**src/rtl/flappy_game_engine.sv**
```systemverilog
// Per-frame game-state engine: bird physics, two scrolling pipe pairs, collision and scoring.
// Stage 1 updates state on the frame tick; stage 2 checks collisions on the following clock.
module flappy_game_engine #(
    parameter int DATA_W      = 11,
    parameter int SCREEN_H    = 480,
    parameter int BIRD_X      = 320,
    parameter int BIRD_W      = 45,
    parameter int BIRD_H      = 35,
    parameter int PIPE_W      = 54,
    parameter int GAP         = 150,
    parameter int GRAVITY     = 1,
    parameter int FLAP_VEL    = 9,
    parameter int MAX_FALL    = 10,
    parameter int SCROLL      = 2,
    parameter int BIRD_Y0     = 200,
    parameter int PIPE1_X0    = 640,
    parameter int SPACING     = 347,
    parameter int PIPE_Y0     = 240,
    parameter int PIPE_Y_BASE = 105,
    parameter logic [7:0] LFSR_SEED = 8'hB5
) (
    input  logic        iCLK,
    input  logic        iRST,
    input  logic        iFRAME_TICK,
    input  logic        iFLAP,
    output logic [31:0] bird_y_long,
    output logic [31:0] pipe1_x_long,
    output logic [31:0] pipe1_y_long,
    output logic [31:0] pipe2_x_long,
    output logic [31:0] pipe2_y_long,
    output logic        gameover_flag,
    output logic [15:0] oSCORE,
    output logic [1:0]  oSTATE
);

    localparam int HALF_W   = PIPE_W / 2;
    localparam int HALF_GAP = GAP / 2;
    localparam int WRAP     = 2 * SPACING;

    localparam logic [DATA_W-1:0] BIRD_Y0_L  = DATA_W'(BIRD_Y0);
    localparam logic [DATA_W-1:0] PIPE1_X0_L = DATA_W'(PIPE1_X0);
    localparam logic [DATA_W-1:0] PIPE2_X0_L = DATA_W'(PIPE1_X0 + SPACING);
    localparam logic [DATA_W-1:0] PIPE_Y0_L  = DATA_W'(PIPE_Y0);
    localparam logic [DATA_W-1:0] Y_BASE_L   = DATA_W'(PIPE_Y_BASE);
    localparam logic [DATA_W-1:0] SCROLL_L   = DATA_W'(SCROLL);
    localparam logic [DATA_W-1:0] WRAP_L     = DATA_W'(WRAP);
    localparam logic [DATA_W-1:0] X_WRAP_L   = DATA_W'(HALF_W + SCROLL);
    localparam logic [DATA_W-1:0] X_CROSS_L  = DATA_W'(BIRD_X - HALF_W);
    localparam logic [DATA_W-1:0] GROUND_L   = DATA_W'(SCREEN_H - BIRD_H);
    localparam logic signed [7:0] VEL_FLAP   = 8'(-FLAP_VEL);

    typedef enum logic [1:0] {IDLE = 2'b00, PLAY = 2'b01, DEAD = 2'b10} state_t;

    state_t                   state;
    logic                     flap_prev, flap_latch, vld_p1, gameover;
    logic [7:0]               lfsr;
    logic [DATA_W-1:0]        bird_y;
    logic signed [7:0]        vel;
    logic [DATA_W-1:0]        pipe_x [2];
    logic [DATA_W-1:0]        pipe_y [2];
    logic [15:0]              score;

    logic                     flap_edge, crash_p1;
    logic signed [7:0]        vel_p0;
    logic [DATA_W-1:0]        y_p0;
    logic [DATA_W-1:0]        pipe_x_p0 [2];
    logic                     wrap_p0 [2];
    logic [15:0]              score_p0;
    logic [1:0]               cross_cnt;
    logic [7:0]               lfsr_p0;

    function automatic logic signed [7:0] next_vel(input logic signed [7:0] v);
        logic signed [8:0] s;
        s = 9'(v) + 9'(GRAVITY);
        if (s > 9'(MAX_FALL)) return 8'(MAX_FALL);
        return s[7:0];
    endfunction

    function automatic logic [DATA_W-1:0] clamp_y(input logic [DATA_W-1:0] y,
                                                  input logic signed [7:0] v);
        logic signed [DATA_W+1:0] s;
        s = $signed({2'b00, y}) + (DATA_W+2)'(v);
        if (s[DATA_W+1]) return '0;
        return s[DATA_W-1:0];
    endfunction

    function automatic logic [15:0] sat_score(input logic [15:0] sc, input logic [1:0] inc);
        logic [16:0] s;
        s = {1'b0, sc} + 17'(inc);
        return s[16] ? 16'hFFFF : s[15:0];
    endfunction

    // Overlap and gap tests rearranged so no term can go below zero.
    function automatic logic pipe_hit(input logic [DATA_W-1:0] y, px, py);
        logic overlap;
        overlap = (px < DATA_W'(BIRD_X + BIRD_W + HALF_W)) && (px > X_CROSS_L);
        return overlap && ((y + DATA_W'(HALF_GAP) < py) || (y > py + DATA_W'(HALF_GAP - BIRD_H)));
    endfunction

    // Stage 1: next-frame values, committed on the tick edge
    always_comb begin
        logic [DATA_W-1:0] x_dec;
        flap_edge = iFLAP & ~flap_prev;
        lfsr_p0   = {lfsr[6:0], lfsr[7] ^ lfsr[5] ^ lfsr[4] ^ lfsr[3]};
        vel_p0    = (flap_latch | flap_edge) ? VEL_FLAP : next_vel(vel);
        y_p0      = clamp_y(bird_y, vel_p0);
        cross_cnt = 2'd0;
        for (int i = 0; i < 2; i++) begin
            x_dec        = pipe_x[i] - SCROLL_L;
            wrap_p0[i]   = x_dec < X_WRAP_L;
            pipe_x_p0[i] = wrap_p0[i] ? x_dec + WRAP_L : x_dec;
            if (pipe_x[i] >= X_CROSS_L && x_dec < X_CROSS_L)
                cross_cnt = cross_cnt + 2'd1;
        end
        score_p0 = sat_score(score, cross_cnt);
        // Stage 2: collision on the registered stage-1 results
        crash_p1 = vld_p1 && ((bird_y >= GROUND_L) ||
                              pipe_hit(bird_y, pipe_x[0], pipe_y[0]) ||
                              pipe_hit(bird_y, pipe_x[1], pipe_y[1]));
    end

    always_ff @(posedge iCLK or posedge iRST) begin
        if (iRST) begin
            state      <= IDLE;
            flap_prev  <= 1'b0;
            flap_latch <= 1'b0;
            vld_p1     <= 1'b0;
            gameover   <= 1'b0;
            lfsr       <= LFSR_SEED;
            bird_y     <= BIRD_Y0_L;
            vel        <= '0;
            pipe_x[0]  <= PIPE1_X0_L;
            pipe_x[1]  <= PIPE2_X0_L;
            pipe_y[0]  <= PIPE_Y0_L;
            pipe_y[1]  <= PIPE_Y0_L;
            score      <= '0;
        end else begin
            flap_prev <= iFLAP;
            vld_p1    <= 1'b0;
            if (iFRAME_TICK)
                lfsr <= lfsr_p0;
            case (state)
                IDLE: begin
                    if (flap_edge) begin
                        state      <= PLAY;
                        flap_latch <= 1'b1;
                        score      <= '0;
                    end
                end
                PLAY: begin
                    if (iFRAME_TICK) begin
                        vel        <= vel_p0;
                        bird_y     <= y_p0;
                        score      <= score_p0;
                        flap_latch <= 1'b0;
                        vld_p1     <= 1'b1;
                        for (int i = 0; i < 2; i++) begin
                            pipe_x[i] <= pipe_x_p0[i];
                            if (wrap_p0[i])
                                pipe_y[i] <= Y_BASE_L + DATA_W'(lfsr);
                        end
                    end else if (flap_edge) begin
                        flap_latch <= 1'b1;
                    end
                    if (crash_p1) begin
                        state    <= DEAD;
                        gameover <= 1'b1;
                    end
                end
                DEAD: begin
                    // Restart returns everything but the score to power-up values
                    if (flap_edge) begin
                        state      <= IDLE;
                        gameover   <= 1'b0;
                        flap_latch <= 1'b0;
                        lfsr       <= LFSR_SEED;
                        bird_y     <= BIRD_Y0_L;
                        vel        <= '0;
                        pipe_x[0]  <= PIPE1_X0_L;
                        pipe_x[1]  <= PIPE2_X0_L;
                        pipe_y[0]  <= PIPE_Y0_L;
                        pipe_y[1]  <= PIPE_Y0_L;
                    end
                end
                default: state <= IDLE;
            endcase
        end
    end

    assign bird_y_long   = 32'(bird_y);
    assign pipe1_x_long  = 32'(pipe_x[0]);
    assign pipe1_y_long  = 32'(pipe_y[0]);
    assign pipe2_x_long  = 32'(pipe_x[1]);
    assign pipe2_y_long  = 32'(pipe_y[1]);
    assign gameover_flag = gameover;
    assign oSCORE        = score;
    assign oSTATE        = state;

endmodule

```
**config.mk**
```make
export PLATFORM = sky130hd
export DESIGN_NAME = flappy_game_engine
export DESIGN_NICKNAME = d
export VERILOG_FILES = /design/src/rtl/flappy_game_engine.sv
export SDC_FILE = /design/constraint.sdc
export NUM_CORES = 1
export LEC_CHECK = 0
export ABC_AREA = 1
export BUFFER_PORTS_ARGS = -buffer_cell sky130_fd_sc_hd__buf_2
export CORE_UTILIZATION = 50
export DETAILED_ROUTE_END_ITERATION = 10
export HOLD_SLACK_MARGIN = 0.06
export PLACE_DENSITY = 0.73
export SYNTH_ARGS = -nofsm -noshare
export SYNTH_HDL_FRONTEND = slang
export SYNTH_SLANG_ARGS = --single-unit
export TNS_END_PERCENT = 20
```
**constraint.sdc**
```tcl
create_clock -name iCLK -period 11 [get_ports iCLK]
set_input_delay 2.75 -clock iCLK [delete_from_list [all_inputs] [get_ports iCLK]]
set_output_delay 2.75 -clock iCLK [all_outputs]
set_load 0.03 [all_outputs]
```
==> Implementation_results.wiki <==
{| class="wikitable"
! Metric !! Value
|-
| Pleak || 4.36 nW
|-
| Ant diodes || 0
|-
| Post-CTS setup-driven buffer insertion count || 0
|-
| # IOs || 183
|-
| Aggregate global-route resource usage || 22.5%
|-
| Rows || 45
|-
| Net count, final || 1181
|-
| Startpoint type of the worst setup path || input port
|-
| Fin. max-slew vios || 0
|-
| Average vias per placed instance || between 4 and 5
|-
| Part of the power in the clock network || ~12%
|-
| Horiz. Die Dim || approximately 130 um
|-
| Post-synth design cell area || 0.00785 sq mm
|-
| DRT antenna net count || 0
|-
| Most frequently used cell type in the post-synthesis netlist || nand2_1
|-
| Classification of the worst setup path || in2reg
|-
| Synthesized instance count || 1032
|-
| Peak ir drop on the vdd network || 0.000114 V
|-
| Initial core utilization || 51.4%
|-
| Floorplan die area || 0.0162 sq mm
|-
| Max-Slew Margin vs Limit || 22.1%
|-
| Measured slew at the worst slew-check pin || around 1.2 ns
|-
| Switching Fraction || 54.1%
|-
| Net switching power figure || 1.48 mW
|-
| Timing endpoint of the critical path || bird_y[1]$_DFFE_PP0P_
|-
| Critical Path Source || iFLAP
|-
| Worst skew pair latency || 0.35 ns
|-
| Number of warnings issued by yosys || 0
|-
| Count of final hold-check violations || 0
|-
| Utilization of the core after routing || 54.4%
|-
| Wire length of the first global-routing pass || 29.3 mm
|-
| Area growth from synthesis to layout || 5.69%
|-
| Setup TNS || 0 ns
|-
| Via Count || 6562
|-
| Share of synthesized area occupied by flip-flops and latches || 28.5%
|-
| Number of antenna violations at the first check in global routing || 0
|-
| Power per cell area || around 330 mW/mm^2
|-
| Half-perimeter wire length of the detailed placement result || roughly 13 mm
|-
| RSZ-0062 raised after global routing || false
|-
| FMAX || 193 MHz
|-
| Maximum clock path buffer count || 2
|-
| Number of flops mapped to enable cells by yosys || 0
|-
| Aggregate global routing overflow || 0
|-
| Number of violations reported at the end of detailed-routing iteration 0 || 338
|-
| Number of global-route vias before repair || between 6000 and 7000
|-
| Setup violation total in the final timing report || 0
|-
| Clock Pin Slew Worst Setup and Hold Paths || 0.07 ns
|-
| Routability cong. || 0.875
|-
| Quantity of I/O buffers inserted on ports || 72
|-
| Total of hold buffers inserted after clock tree synthesis || 0
|-
| Worst clock skew on the final layout || 0.0124 ns
|-
| Relative contribution of sequential cells to total power || 23.3%
|-
| R2R cell count || 18
|-
| R2r endpoint || oSCORE[15]$_DFFE_PP0P_
|-
| Dominant cells by area after synthesis || dfrtp_1 (20%), ha_1 (11%), buf_4 (11%)
|-
| Buffer type at the clock tree root || clkbuf_16
|-
| Average size of a mapped cell || 7.61 sq um
|-
| CTS H-tree depth || 3
|-
| Die Ht || 127 um
|-
| Arrival time worst endpoint || ~5.4 ns
|-
| Placeable core region || 0.0153 sq mm
|-
| Post-cts sizing count || 0
|-
| Detailed-router iteration count before antenna repair || 4
|-
| Clock Sink Count || 88
|-
| Yosys top cell by area || dfrtp_1
|-
| Most frequent cells after synthesis || nand2_1 (181), inv_1 (142), buf_4 (113)
|-
| Portion of synthesized cell area occupied by the leading cell type || 19.8%
|-
| TritonCTS clock tree || built
|-
| Number of buffers inserted during clock tree synthesis || 9
|-
| Status || completed
|-
| Count of maximum capacitance violations || 0
|-
| Period utilisation layout || 47.2%
|-
| Register-to-Register Setup Slack || 6.15 ns
|-
| Final critical-path required period || 5.19 ns
|-
| Pin count of the biggest net entering global routing || 67
|-
| Top_reg_cell synth || dfrtp_1
|-
| Comb power frac || 65.2%
|-
| Capturing element type of the critical path || flip-flop
|-
| DRC violations left || 0
|-
| Register bit count reported by yosys || 88
|-
| Proportion of synthesized flip-flops having asynchronous set or reset || 100%
|-
| Start of the worst register-to-register path || pipe2_x_long[1]$_DFFE_PP1P_
|-
| Largest driver fanout on the critical path || 8
|-
| Number of different library cells in the post-synthesis netlist || 53
|-
| Per-cell routed wire length || roughly 13 um
|-
| Fill cell instance count of the final layout || 1466
|-
| Crit path required time || about 11 ns
|-
| Class of the tightest hold or removal check || reg2reg
|-
| Fraction of final layout cells with drive strength greater than 1 || 14.9%
|-
| Cell-internal power || 1.25 mW
|-
| Total Wirelength || 17.5 mm
|}
[metal layers]
| layer | share of wire (%) | GRT usage, % |
|---|---|---|
| met5 | 0 | 0 |
| met4 | 1.5 | 7.14 |
| met3 | 5.3 | 3.85 |
| met2 | 46 | 35.8 |
| met1 | 47 | 31.2 |
[worst min path at each step]
stage                                      from                           to  slack [ns]  cells after the start
floorplan                flap_latch$_DFFE_PP0P_       flap_latch$_DFFE_PP0P_        0.50                      2
finish              pipe2_x_long[0]$_DFFE_PP1P_  pipe2_x_long[0]$_DFFE_PP1P_        0.49                      2
global route        pipe2_x_long[0]$_DFFE_PP1P_  pipe2_x_long[0]$_DFFE_PP1P_        0.51                      2
CTS                 pipe2_x_long[0]$_DFFE_PP1P_  pipe2_x_long[0]$_DFFE_PP1P_        0.49                      2
global placement      gameover_flag$_DFFE_PP0P_    gameover_flag$_DFFE_PP0P_        0.47                      2
detailed placement  pipe2_x_long[0]$_DFFE_PP1P_  pipe2_x_long[0]$_DFFE_PP1P_        0.48                      2
[registers in the layout (all words and copies together) (netlist names), 2 cells and up]
| name | flops |
|---|---|
| bird_y | 11 |
| lfsr | 8 |
| oSCORE | 16 |
| oSTATE | 2 |
| pipe1_x_long | 10 |
| pipe1_y_long | 9 |
| pipe2_x_long | 11 |
| pipe2_y_long | 9 |
| vel | 8 |
[layout by cell type, fill, tap and decap left out, types with 5 or more instances in the layout]
cell type and n:
nor2_2 9, a21oi_1 43, nand2_2 8, inv_2 7, inv_1 141, xnor2_1 8
xor2_1 38, nand2_1 181, nand2_4 5, dfrtp_1 62, nor4_1 7, o211ai_1 5
conb_1 110, nor3_1 13, o21ai_0 39, nor2_1 70, o22ai_1 28, o21ai_2 5
buf_2 72, ha_1 72, nand3_1 49, clkbuf_16 9, o21ai_1 23, dfstp_2 26
nand4_1 13
[power groups by stage]
stage / clock network [mW] / logic [mW] / registers (mW)
2_1_floorplan: 0 / 1.26 / 0.758
3_3_place_gp: 0 / 1.73 / 0.638
3_5_place_dp: 0 / 1.76 / 0.640
4_1_cts: 0.318 / 1.77 / 0.637
5_1_grt: 0.332 / 2.00 / 0.659
6_report: 0.313 / 1.78 / 0.637
[stage by stage]
stage | power, mW | instances | cell area, sq um | hold slack, ns | setup WS (ns)
6_report | 2.73 | 1319 | 8300 | 0.493 | 5.81
5_1_grt | 2.99 | 1319 | 8300 | 0.513 | 5.56
4_1_cts | 2.73 | 1319 | 8300 | 0.493 | 5.84
3_5_place_dp | 2.40 | 1303 | 8000 | 0.482 | 5.47
3_3_place_gp | 2.37 | 1303 | 8000 | 0.473 | 5.55
2_1_floorplan | 2.02 | 1141 | 8260 | 0.496 | 6.01
[final cells by class]
type,count,area [sq um],area share (%)
tap,211,264,3.18
timing repair buffer,74,375,4.52
inverter,150,564,6.80
clock inverter,3,43.8,0.528
multi-input combinational,780,4560,55.0
sequential,88,2230,26.9
clock buffer,13,250,3.02
[worst max-delay path, cell delays in order]
cell	delay (ns)
buf_2	0.10
inv_1	0.04
nor2_1	0.06
nor2_1	0.46
o21ai_1	0.41
ha_1	0.45
a21oi_1	0.13
o21ai_0	0.13
a211oi_1	0.35
nand2_1	0.12
nand2_1	0.08
nand2_2	0.11
nand2_4	0.12
o22ai_2	0.07
[cell families (layout without fill, tap and decap cells)]
| family | after synthesis | count (layout) | synth area share (%) |
|---|---|---|---|
| compound gates | 175 | 175 | 13.5 |
| xor+xnor | 46 | 46 | 5.13 |
| fa+ha+maj | 74 | 74 | 12.0 |
| buf+inv | 273 | 240 | 18.6 |
| flops | 88 | 88 | 28.5 |
| mux | 2 | 2 | 0.287 |
| other cells | 1 | 110 | 0.0478 |
| simple gates | 373 | 373 | 22.0 |
No activity file was read; power rests on OpenSTA's default activity.
